===== config.mk =====
export PLATFORM = sky130hd
export DESIGN_NAME = kbd_display_ctrl
export DESIGN_NICKNAME = d
export VERILOG_FILES = /design/src/rtl/kbd_display_ctrl.sv
export SDC_FILE = /design/constraint.sdc
export NUM_CORES = 1
export LEC_CHECK = 0
export CORE_ASPECT_RATIO = 1.5
export CORE_MARGIN = 10
export CORE_UTILIZATION = 35
export DETAILED_ROUTE_END_ITERATION = 8
export HOLD_SLACK_MARGIN = 0.1
export PLACE_DENSITY_LB_ADDON = 0.05
export SETUP_SLACK_MARGIN = 0.1
export SYNTH_ARGS = -nofsm -noshare
export SYNTH_HDL_FRONTEND = slang
export SYNTH_SLANG_ARGS = --single-unit

===== constraint.sdc =====
create_clock -name clk -period 2.83 [get_ports clk]
set_clock_uncertainty 0.15 [all_clocks]
set_input_delay 0.4245 -clock clk [delete_from_list [all_inputs] [get_ports clk]]
set_output_delay 0.4245 -clock clk [all_outputs]
set_load 0.05 [all_outputs]

===== src/rtl/kbd_display_ctrl.sv =====
// PS/2 scan-code sequencer: pops FIFO bytes, tracks the held key and press count.
// Define KBD_EXT_KEY_EN to make E0-prefixed keys distinct from their plain codes.
module kbd_display_ctrl #(
    parameter int BCD_COUNT = 1
) (
    input  logic       clk,
    input  logic       rst,
    input  logic       ready,
    input  logic [7:0] data,
    output logic       nextdata_n,
    output logic [7:0] scan_code,
    output logic       ext,
    output logic [7:0] count,
    output logic       key_active,
    output logic       blank
);

    typedef enum logic {IDLE, POP} state_t;

    state_t     state, state_nx;
    logic       brk_pend, brk_pend_nx;
    logic       ext_pend, ext_pend_nx;
    logic       nextdata_n_nx;
    logic [7:0] scan_code_nx;
    logic       ext_nx;
    logic [7:0] count_nx;
    logic [7:0] count_inc;
    logic       key_active_nx;
    logic       same_key;

    always_comb begin
        count_inc = count + 8'd1;
        if (BCD_COUNT != 0) begin
            if (count[3:0] == 4'd9) begin
                count_inc[3:0] = 4'd0;
                count_inc[7:4] = (count[7:4] == 4'd9) ? 4'd0 : count[7:4] + 4'd1;
            end else begin
                count_inc = {count[7:4], count[3:0] + 4'd1};
            end
        end
    end

    assign same_key = (ext_pend == ext) && (data == scan_code);

    always_comb begin
        state_nx      = state;
        nextdata_n_nx = 1'b1;
        brk_pend_nx   = brk_pend;
        ext_pend_nx   = ext_pend;
        scan_code_nx  = scan_code;
        ext_nx        = ext;
        count_nx      = count;
        key_active_nx = key_active;
        unique case (state)
            IDLE: begin
                if (ready) begin
                    state_nx      = POP;
                    nextdata_n_nx = 1'b0;
                    if (data == 8'hF0) begin
                        brk_pend_nx = 1'b1;
                    end else if (data == 8'hE0) begin
`ifdef KBD_EXT_KEY_EN
                        ext_pend_nx = 1'b1;
`else
                        ext_pend_nx = 1'b0;
`endif
                    end else begin
                        if (!brk_pend) begin
                            // A repeat of the held key is typematic, not a new press
                            if (!(key_active && same_key)) begin
                                scan_code_nx  = data;
                                ext_nx        = ext_pend;
                                key_active_nx = 1'b1;
                                count_nx      = count_inc;
                            end
                        end else if (same_key) begin
                            key_active_nx = 1'b0;
                        end
                        brk_pend_nx = 1'b0;
                        ext_pend_nx = 1'b0;
                    end
                end
            end
            POP: begin
                state_nx = IDLE;
            end
        endcase
    end

    always_ff @(posedge clk) begin
        if (rst) begin
            state      <= IDLE;
            nextdata_n <= 1'b1;
            brk_pend   <= 1'b0;
            ext_pend   <= 1'b0;
            scan_code  <= 8'h00;
            ext        <= 1'b0;
            count      <= 8'h00;
            key_active <= 1'b0;
            blank      <= 1'b1;
        end else begin
            state      <= state_nx;
            nextdata_n <= nextdata_n_nx;
            brk_pend   <= brk_pend_nx;
            ext_pend   <= ext_pend_nx;
            scan_code  <= scan_code_nx;
            ext        <= ext_nx;
            count      <= count_nx;
            key_active <= key_active_nx;
            blank      <= ~key_active_nx;
        end
    end

endmodule

## Word level (Yosys, flattened, before mapping)

Index checks and enable logic that the tools add are counted.

| operators by class | value |
|---|---|
| $add $sub $neg | 2 |
| equal/unequal tests | 6 |
| mux-type cells | 14 |
| bitwise logic cells | 6 |
| reduce and logical (&&, ||, !) cells | 5 |

Operators with widths:

| operator | count |
|---|---|
| $eq 8x8->1 const B | 2 |
| $mux 1 | 11 |
| $add 4x1->4 const B | 2 |
| $eq 4x4->1 const B | 2 |
| $eq 8x8->1 | 1 |
| $mux 4 | 2 |
| $reduce_and 7->1 | 1 |
| $not 1->1 | 6 |
| $reduce_and 6->1 | 1 |
| $reduce_and 3->1 | 1 |
| $ne 2x2->1 const B | 1 |
| $pmux 1 s2 | 1 |
| $reduce_or 2->1 | 1 |
| $logic_and 1x1->1 | 1 |

| word-level totals | value |
|---|---|
| register bits after elaboration | 21 |
| input bits | 11 |
| logic and storage cells | 41 |

## Depth between registers and ports, before layout

Gate-level depths: netlist (run 1).

| depth | value |
|---|---|
| depth in word-level cells | 9 |
| mapped depth | 6 |

## Worst setup path before layout (run 1)

OpenSTA, ideal clock, no wires.

| timing path | value |
|---|---|
| path kind | register -> register |
| start | register scan_code[4] |
| end | register count[7] |
| setup time | 0.130 ns |
| arrival time | 1.900 ns |
| data required time | 2.550 ns |
| slack | 0.650 ns |
| stages on the path, launching flop included | 7 |
| buffers on the path | 1 |
| cells stage by stage | dfxtp_1 > xor2_1 > nor4_1 > a31oi_2 > buf_6 > a41oi_2 > o32ai_1 |

| on the way | value |
|---|---|
| word-level cells in the longest chain between the ends | 4 |

RTL lines:

| item | line | RTL |
|---|---|---|
| start, declared | 11 | `output logic [7:0] scan_code,` |
| start signal, assigned | 106 | `scan_code <= scan_code_nx;` |
| $eq 8x8->1 | 43 | `assign same_key = (ext_pend == ext) && (data == scan_code);` |
| $logic_and 1x1->1 | 70 | `if (!(key_active && same_key)) begin` |
| $not 1->1 (no source line) | n/a |  |
| $reduce_and 7->1 (no source line) | n/a |  |
| end signal, assigned | 108 | `count <= count_nx;` |
| end, declared | 13 | `output logic [7:0] count,` |

No other way between the ends.
A chain may end at the register's enable or synchronous reset.

## Worst setup path after layout (run 1)

| timing path | value |
|---|---|
| start | input data[0] |
| end | register count[4] |

| on the way | value |
|---|---|
| word-level cells in the longest chain between the ends | 4 |

RTL lines:

| item | line | RTL |
|---|---|---|
| start, declared | 9 | `input logic [7:0] data,` |
| $eq 8x8->1 | 43 |  |
| $logic_and 1x1->1 | 70 |  |
| $not 1->1 (no source line) | n/a |  |
| $reduce_and 7->1 (no source line) * | n/a |  |

Every way passes the cells marked *; elsewhere a longest branch is shown, timed or not.

==> results of run 1 <==
through the flow:
stage	total power [mW]	util	setup slack, ns	instance area, sq um	cells
floorplan	0.4357	-	0.6503	1010	108
global route	0.7190	0.5103	0.4821	1395	178
finish	0.6827	0.5103	0.5435	1395	178
CTS	0.6903	0.5103	0.5402	1395	178
global placement	0.4943	0.4938	0.2801	1350	174
detailed placement	0.4949	0.4938	0.2649	1350	174
path summary, 6_finish.rpt:
| check | start | to | slack (ns) |
|---|---|---|---|
| setup / recovery | data[0] | count[4]$_SDFFE_PP0P_ | 0.54 |
| hold / removal | brk_pend$_SDFFE_PP0P_ | brk_pend$_SDFFE_PP0P_ | 0.36 |
| setup reg to reg | scan_code[4]$_SDFFE_PP0P_ | count[5]$_SDFFE_PP0P_ | 0.91 |
| hold reg to reg | brk_pend$_SDFFE_PP0P_ | brk_pend$_SDFFE_PP0P_ | 0.36 |
worst max-delay path, cell delays in order:
cell	delay (ns)
clkdlybuf4s50_1	0.46
or4_4	0.58
o211ai_4	0.25
a31oi_2	0.11
nand3_1	0.14
mux2_1	0.31
state kept, by name, indices dropped and copies added, names as in the netlist, named ones only:
signal and cells:
count 8, scan_code 8, blank 1, brk_pend 1, nextdata_n 1, state 1
layout make-up:
type                       count  area [sq um]
sequential                    21         420.4
tap                           37         46.29
multi-input combinational     76         536.8
inverter                       7         26.28
clock buffer                   4         45.04
fill                         272          1339
timing repair buffer          33         320.3
layout by cell type (no fill, tap or decap), types with 4 or more instances in the layout:
master           count
clkdlybuf4s50_1     29
dfxtp_1             21
nor2_1              12
xor2_1               8
mux2i_1              8
inv_1                7
nor2b_1              6
a21oi_1              5
or4_1                4
buf_4                4
power by group through the flow:
| stage | Clock (mW) | Combinational (mW) | Sequential, mW |
|---|---|---|---|
| floorplan | 0 | 0.0585 | 0.377 |
| global placement | 0 | 0.163 | 0.331 |
| detailed placement | 0 | 0.163 | 0.332 |
| CTS | 0.202 | 0.164 | 0.325 |
| global route | 0.217 | 0.174 | 0.328 |
| finish | 0.196 | 0.162 | 0.325 |
cell families after synthesis:
logic type,Yosys count,share of synthesized area
other,1,0.003714
DFF,21,0.4164
AOI/OAI and AO/OA,20,0.1512
muxes,10,0.1016
buffers and inverters,11,0.05205
and+or+nand+nor,36,0.1970
xor gates and xnor gates,9,0.07807
routing by layer:
layer	part of all wire	wire, um
met1	0.39	936
met2	0.50	1210
met3	0.093	225
met4	0.017	42
met5	0	0
==> results.tsv, run 1 <==
stage	metric	value	unit
critical_path	CP max FO	5	
floorplanning	Core Rows	23	
logic_synthesis	cell taking the most area after synthesis	dfxtp_1	
clocking	clock latency on the worst-skew pair	0.26	ns
placed_design	hpwl dp	1946	um
floorplanning	# IOs	31	
cells_and_area	layout cells sized above 1	0.09220	
timing	Tcrit/Tclk final	0.8079	
routing	mean routed wirelength per cell	13.57	um
pwr	leakage	0.5493	nW
pwr	switching share of power	0.3039	
clocking	hold buffers post-CTS	0	
placed_design	GP Congestion	0.7690	
clocking	Clock transition at path regs	0.08	ns
critical_path	CP endpoint kind	flip-flop	
logic_synthesis	sequential area share after synthesis	0.4164	
timing	post-layout min period	2.286	ns
logic_synthesis	library cells used by synthesis	35	
pwr	Sequential Power Share	0.476	
timing	RSZ-0062 raised after global routing	false	
global_route	GR peak layer	met2	
global_route	initial antenna violation count	0	
timing	Slew Limit Headroom	0.6437	
critical_path	launching element type of the critical path	input pin	
critical_path	Worst Path Required	2.83	ns
routing	DRC	0	
status	outcome	completed	
routing	post-route ant nets	0	
floorplanning	chip width	63.86	um
logic_synthesis	number of flops mapped to enable cells by yosys	0	
clocking	clk buf depth	2	
logic_synthesis	syn avg cell area	9.349	sq um
routing	DR iter-0 viols	7	
logic_synthesis	Post-Synthesis Net Count	119	
logic_synthesis	Synth top cells by count	21 x dfxtp_1, 12 x nor2_1, 8 x mux2i_1, 8 x xor2_1, 7 x inv_1	
timing	Final Max Slew Viols	0	
floorplanning	starting density of the core	0.3693	
critical_path	Arrival @ worst endpoint	2.28	ns
global_route	largest net degree at the start of global routing	14	
pwr	Clock Power Share	0.287	
clocking	CTS Sinks	21	
clocking	Setup Buffers After CTS	0	
pwr	combinational fraction of design power	0.237	
pwr	Int Power	0.4752	mW
floorplanning	core footprint	0.002734	sq mm
floorplanning	Die ar.	0.005478	sq mm
logic_synthesis	Mapped Area	0.001010	sq mm
critical_path	Worst Reg-to-Reg Cells	6	
job	max-capacitance violation count	0	
logic_synthesis	main flop type after synthesis	dfxtp_1	
logic_synthesis	Yosys top cell area share	0.4164	
logic_synthesis	YS warnings	0	
min_path	Hold WC Path Type	reg -> reg	
floorplanning	Die Ht	85.79	um
global_route	Total GRT Usage	0.09375	
timing	Final setup viols	0	
logic_synthesis	synth top area cells	dfxtp_1 42%, mux2i_1 7.9%, xor2_1 6.9%	
global_route	global-route wire length before repair	4264	um
timing	Tightest Pin Transition	0.5328	ns
logic_synthesis	Async S/R FF share, synth	0	
routing	Via Count	869	
logic_synthesis	count leader, synth	dfxtp_1	
global_route	M2 GR Usage	0.1635	
logic_synthesis	Post-Synthesis Cells	108	
pwr	Power Density	489.4	mW/mm^2
global_route	total grt overflow	0	
timing	setup tns final	0	ns
timing	top achievable clock speed	437.4	MHz
pwr	Switch Pwr	0.2075	mW
timing	Fin. Hold Viols	0	
global_route	M3 GR Usage	0.04427	
routing	Via-to-Cell Ratio	4.882	
clocking	CTS H-tree lvls	1	
clocking	root buffer cell	clkbuf_8	
placed_design	port bufs	29	
pwr	peak supply drop	0.2299	mV
routing	WL final	2415	um
cells_and_area	Layout area overhead	38.17	%
clocking	CTS buffer count	3	
logic_synthesis	Seq cells post-synth	21	
clocking	CTS tree	yes	
min_path	WHS Path Cells	2	
routing	First-pass DRT Iterations	2	
cells_and_area	nets@finish	153	
timing	Worst Hold Slack	0.3608	ns
global_route	number of global-route vias before repair	947	
critical_path	crit path kind	in -> reg	
global_route	GRT met1 Usage	0.09070	
cells_and_area	ANT cells	0	
clocking	post-CTS sizing	0	
(Power assumes the default switching activity.)
==> run 2: changes to the inputs <==
==> constraint.sdc (replaced) <==
create_clock -name clk -period 2 [get_ports clk]
set_clock_uncertainty 0.15 [all_clocks]
set_input_delay 0.3 -clock clk [delete_from_list [all_inputs] [get_ports clk]]
set_output_delay 0.3 -clock clk [all_outputs]
set_load 0.05 [all_outputs]
==> run 2 against run 1 <==
Sequential power rose by 43%. First-iteration DRC count rose to 3.0 times the previous value. Flip-flop and latch count did not move. Critical path depth rose by 1. Worst setup slack got worse by 0.41 ns. Die area did not move. Largest power group unchanged.
==> results.tsv, run 2 (synthesis results as in run 1) <==
stage	metric	value	unit
status	outcome	completed	
cells_and_area	commonest cells after routing, fill and taps aside	16 x buf_4, 12 x nor2_1, 12 x dfxtp_1	
global_route	total grt overflow	0	
critical_path	launching element type of the critical path	input pin	
floorplanning	core footprint	0.002734	sq mm
pwr	Clock Power Share	0.276	
placed_design	hpwl dp	1931	um
timing	Final setup viols	0	
routing	Via-to-Cell Ratio	4.947	
cells_and_area	nets@finish	162	
floorplanning	Core Rows	23	
routing	Via Count	925	
critical_path	Worst Reg-to-Reg Cells	5	
placed_design	GP Congestion	0.7234	
critical_path	CP endpoint kind	flip-flop	
critical_path	CP Cell Sequence	clkdlybuf4s15_1 -> or4_4 -> o211ai_4 -> buf_6 -> a31oi_4 -> nand3_2 -> mux2_4	
critical_path	CP max FO	5	
min_path	WHS Path Cells	3	
floorplanning	starting density of the core	0.3693	
cells_and_area	Finished Cell Area	0.001609	sq mm
timing	Slew Limit Headroom	0.6553	
pwr	Switch Pwr	0.3299	mW
clocking	CTS Sinks	21	
routing	DR iter-0 viols	21	
global_route	Total GRT Usage	0.09640	
timing	post-layout min period	1.869	ns
clocking	clock latency on the worst-skew pair	0.27	ns
critical_path	slowest CP cell	or4_4	
floorplanning	# IOs	31	
clocking	clk buf depth	2	
cells_and_area	final core occ	0.5886	
clocking	hold buffers post-CTS	0	
placed_design	port bufs	29	
cells_and_area	layout cells sized above 1	0.3800	
pwr	Sequential Power Share	0.454	
global_route	initial antenna violation count	0	
timing	setup tns final	0	ns
clocking	CTS H-tree lvls	1	
placed_design	placed cell area	0.001396	sq mm
cells_and_area	top flop regs	count (8), scan_code (8)	
floorplanning	chip width	63.86	um
pwr	combinational fraction of design power	0.270	
critical_path	Arrival @ worst endpoint	1.88	ns
clocking	root buffer cell	clkbuf_8	
pwr	leakage	0.7840	nW
routing	mean routed wirelength per cell	14.21	um
routing	First-pass DRT Iterations	2	
global_route	number of global-route vias before repair	977	
floorplanning	Die Ht	85.79	um
routing	WL final	2658	um
cells_and_area	ANT cells	0	
pwr	peak supply drop	0.3964	mV
critical_path	Reg2Reg Setup Slack	0.16	ns
critical_path	Reg-to-Reg Start	scan_code[3]$_SDFFE_PP0P_	
pwr	Power, Total	1.025	mW
pwr	switching share of power	0.3220	
critical_path	crit-path max cell delay	0.52	ns
critical_path	Worst Path Required	2.01	ns
timing	Tcrit/Tclk final	0.9346	
pwr	Int Power	0.6946	mW
routing	post-route ant nets	0	
critical_path	reg2reg end	count[2]$_SDFFE_PP0P_	
cells_and_area	leading cell type in the layout, fill and taps excluded	buf_4	
cells_and_area	Layout area overhead	59.36	%
timing	RSZ-0062 raised after global routing	true	
global_route	largest net degree at the start of global routing	13	
timing	Fin. Hold Viols	0	
timing	Worst Hold Slack	0.1908	ns
clocking	Clock transition at path regs	0.08	ns
pwr	Power Density	636.7	mW/mm^2
min_path	HP Start	data[3]	
critical_path	crit path kind	in -> reg	
min_path	Hold WC Path Type	in -> reg	
floorplanning	Die ar.	0.005478	sq mm
timing	top achievable clock speed	535.0	MHz
clocking	CTS tree	yes	
clocking	CTS buffer count	3	
routing	DRC	0	
timing	Tightest Pin Transition	0.5162	ns
min_path	WHS Endpoint	scan_code[3]$_SDFFE_PP0P_	
job	max-capacitance violation count	0	
global_route	global-route wire length before repair	4243	um
timing	Final Max Slew Viols	0	
-- run 2: layout make-up --
cell class | instances | area [sq um]
Multi-Input combinational cell | 76 | 670.6
Clock inverter | 1 | 5.005
Fill cell | 250 | 1125
Timing Repair Buffer | 42 | 387.9
Sequential cell | 21 | 431.7
Inverter | 7 | 26.28
Tap cell | 37 | 46.29
Clock buffer | 3 | 41.29
-- run 2: layer usage --
metal  vias to the layer above  share of wire  global-route usage
li1                        453              -                   -
met1                       447           0.36             0.07877
met2                        21           0.57              0.1889
met3                         4          0.059             0.03906
met4                         0          0.017             0.04790
met5                         -              0                   0
-- run 2: power by group through the flow --
| stage | sequential (mW) | combinational [mW] | clock (mW) |
|---|---|---|---|
| global route | 0.468 | 0.294 | 0.313 |
| floorplan | 0.536 | 0.0868 | 0 |
| finish | 0.465 | 0.277 | 0.283 |
| global placement | 0.469 | 0.245 | 0 |
| detailed placement | 0.470 | 0.246 | 0 |
| CTS | 0.465 | 0.276 | 0.299 |
-- run 2: repair_timing --
action / in CTS / in global routing
pin swaps: 11 / 4
setup endpoints to repair: 17 / 21
resized for setup: 31 / 17
buffers inserted: 4 / 0
-- run 2: critical path: cells and delay by family --
family / cells / cell delay, ns
buffers and inverters: 2 / 0.36
AND/OR/NAND/NOR: 2 / 0.66
AO/OA/AOI/OAI: 2 / 0.27
multiplexers: 1 / 0.30
-- run 2: worst max-delay path by stage --
stage                              start                         to  slack, ns  cells past startpoint
5_1_grt        scan_code[3]$_SDFFE_PP0P_  scan_code[4]$_SDFFE_PP0P_       0.08                      6
6_report                         data[2]      count[2]$_SDFFE_PP0P_       0.13                      7
3_3_place_gp                     data[3]      count[4]$_SDFFE_PP0P_      -0.39                      6
3_5_place_dp                     data[3]  scan_code[4]$_SDFFE_PP0P_      -0.41                      7
4_1_cts        scan_code[2]$_SDFFE_PP0P_               scan_code[2]       0.08                      1
2_1_floorplan  scan_code[0]$_SDFFE_PP0P_      count[5]$_SDFFE_PP0P_       0.11                      5
-- run 2: per-stage QoR --
stage | instances | setup WS [ns]
after floorplan | 108 | 0.1119
after global placement | 179 | -0.3879
after detailed placement | 179 | -0.4107
after CTS | 187 | 0.07807
after global routing | 187 | 0.07899
final | 187 | 0.1307
==> run 3: changes to the inputs <==
--- a/config.mk
+++ b/config.mk
@@ -12,6 +12,7 @@
 export HOLD_SLACK_MARGIN = 0.1
 export PLACE_DENSITY_LB_ADDON = 0.05
 export SETUP_SLACK_MARGIN = 0.1
+export SLEW_MARGIN = 10
 export SYNTH_ARGS = -nofsm -noshare
 export SYNTH_HDL_FRONTEND = slang
 export SYNTH_SLANG_ARGS = --single-unit
==> results of run 3 <==
Final layout, timing and power as in run 2 (identical DEF).
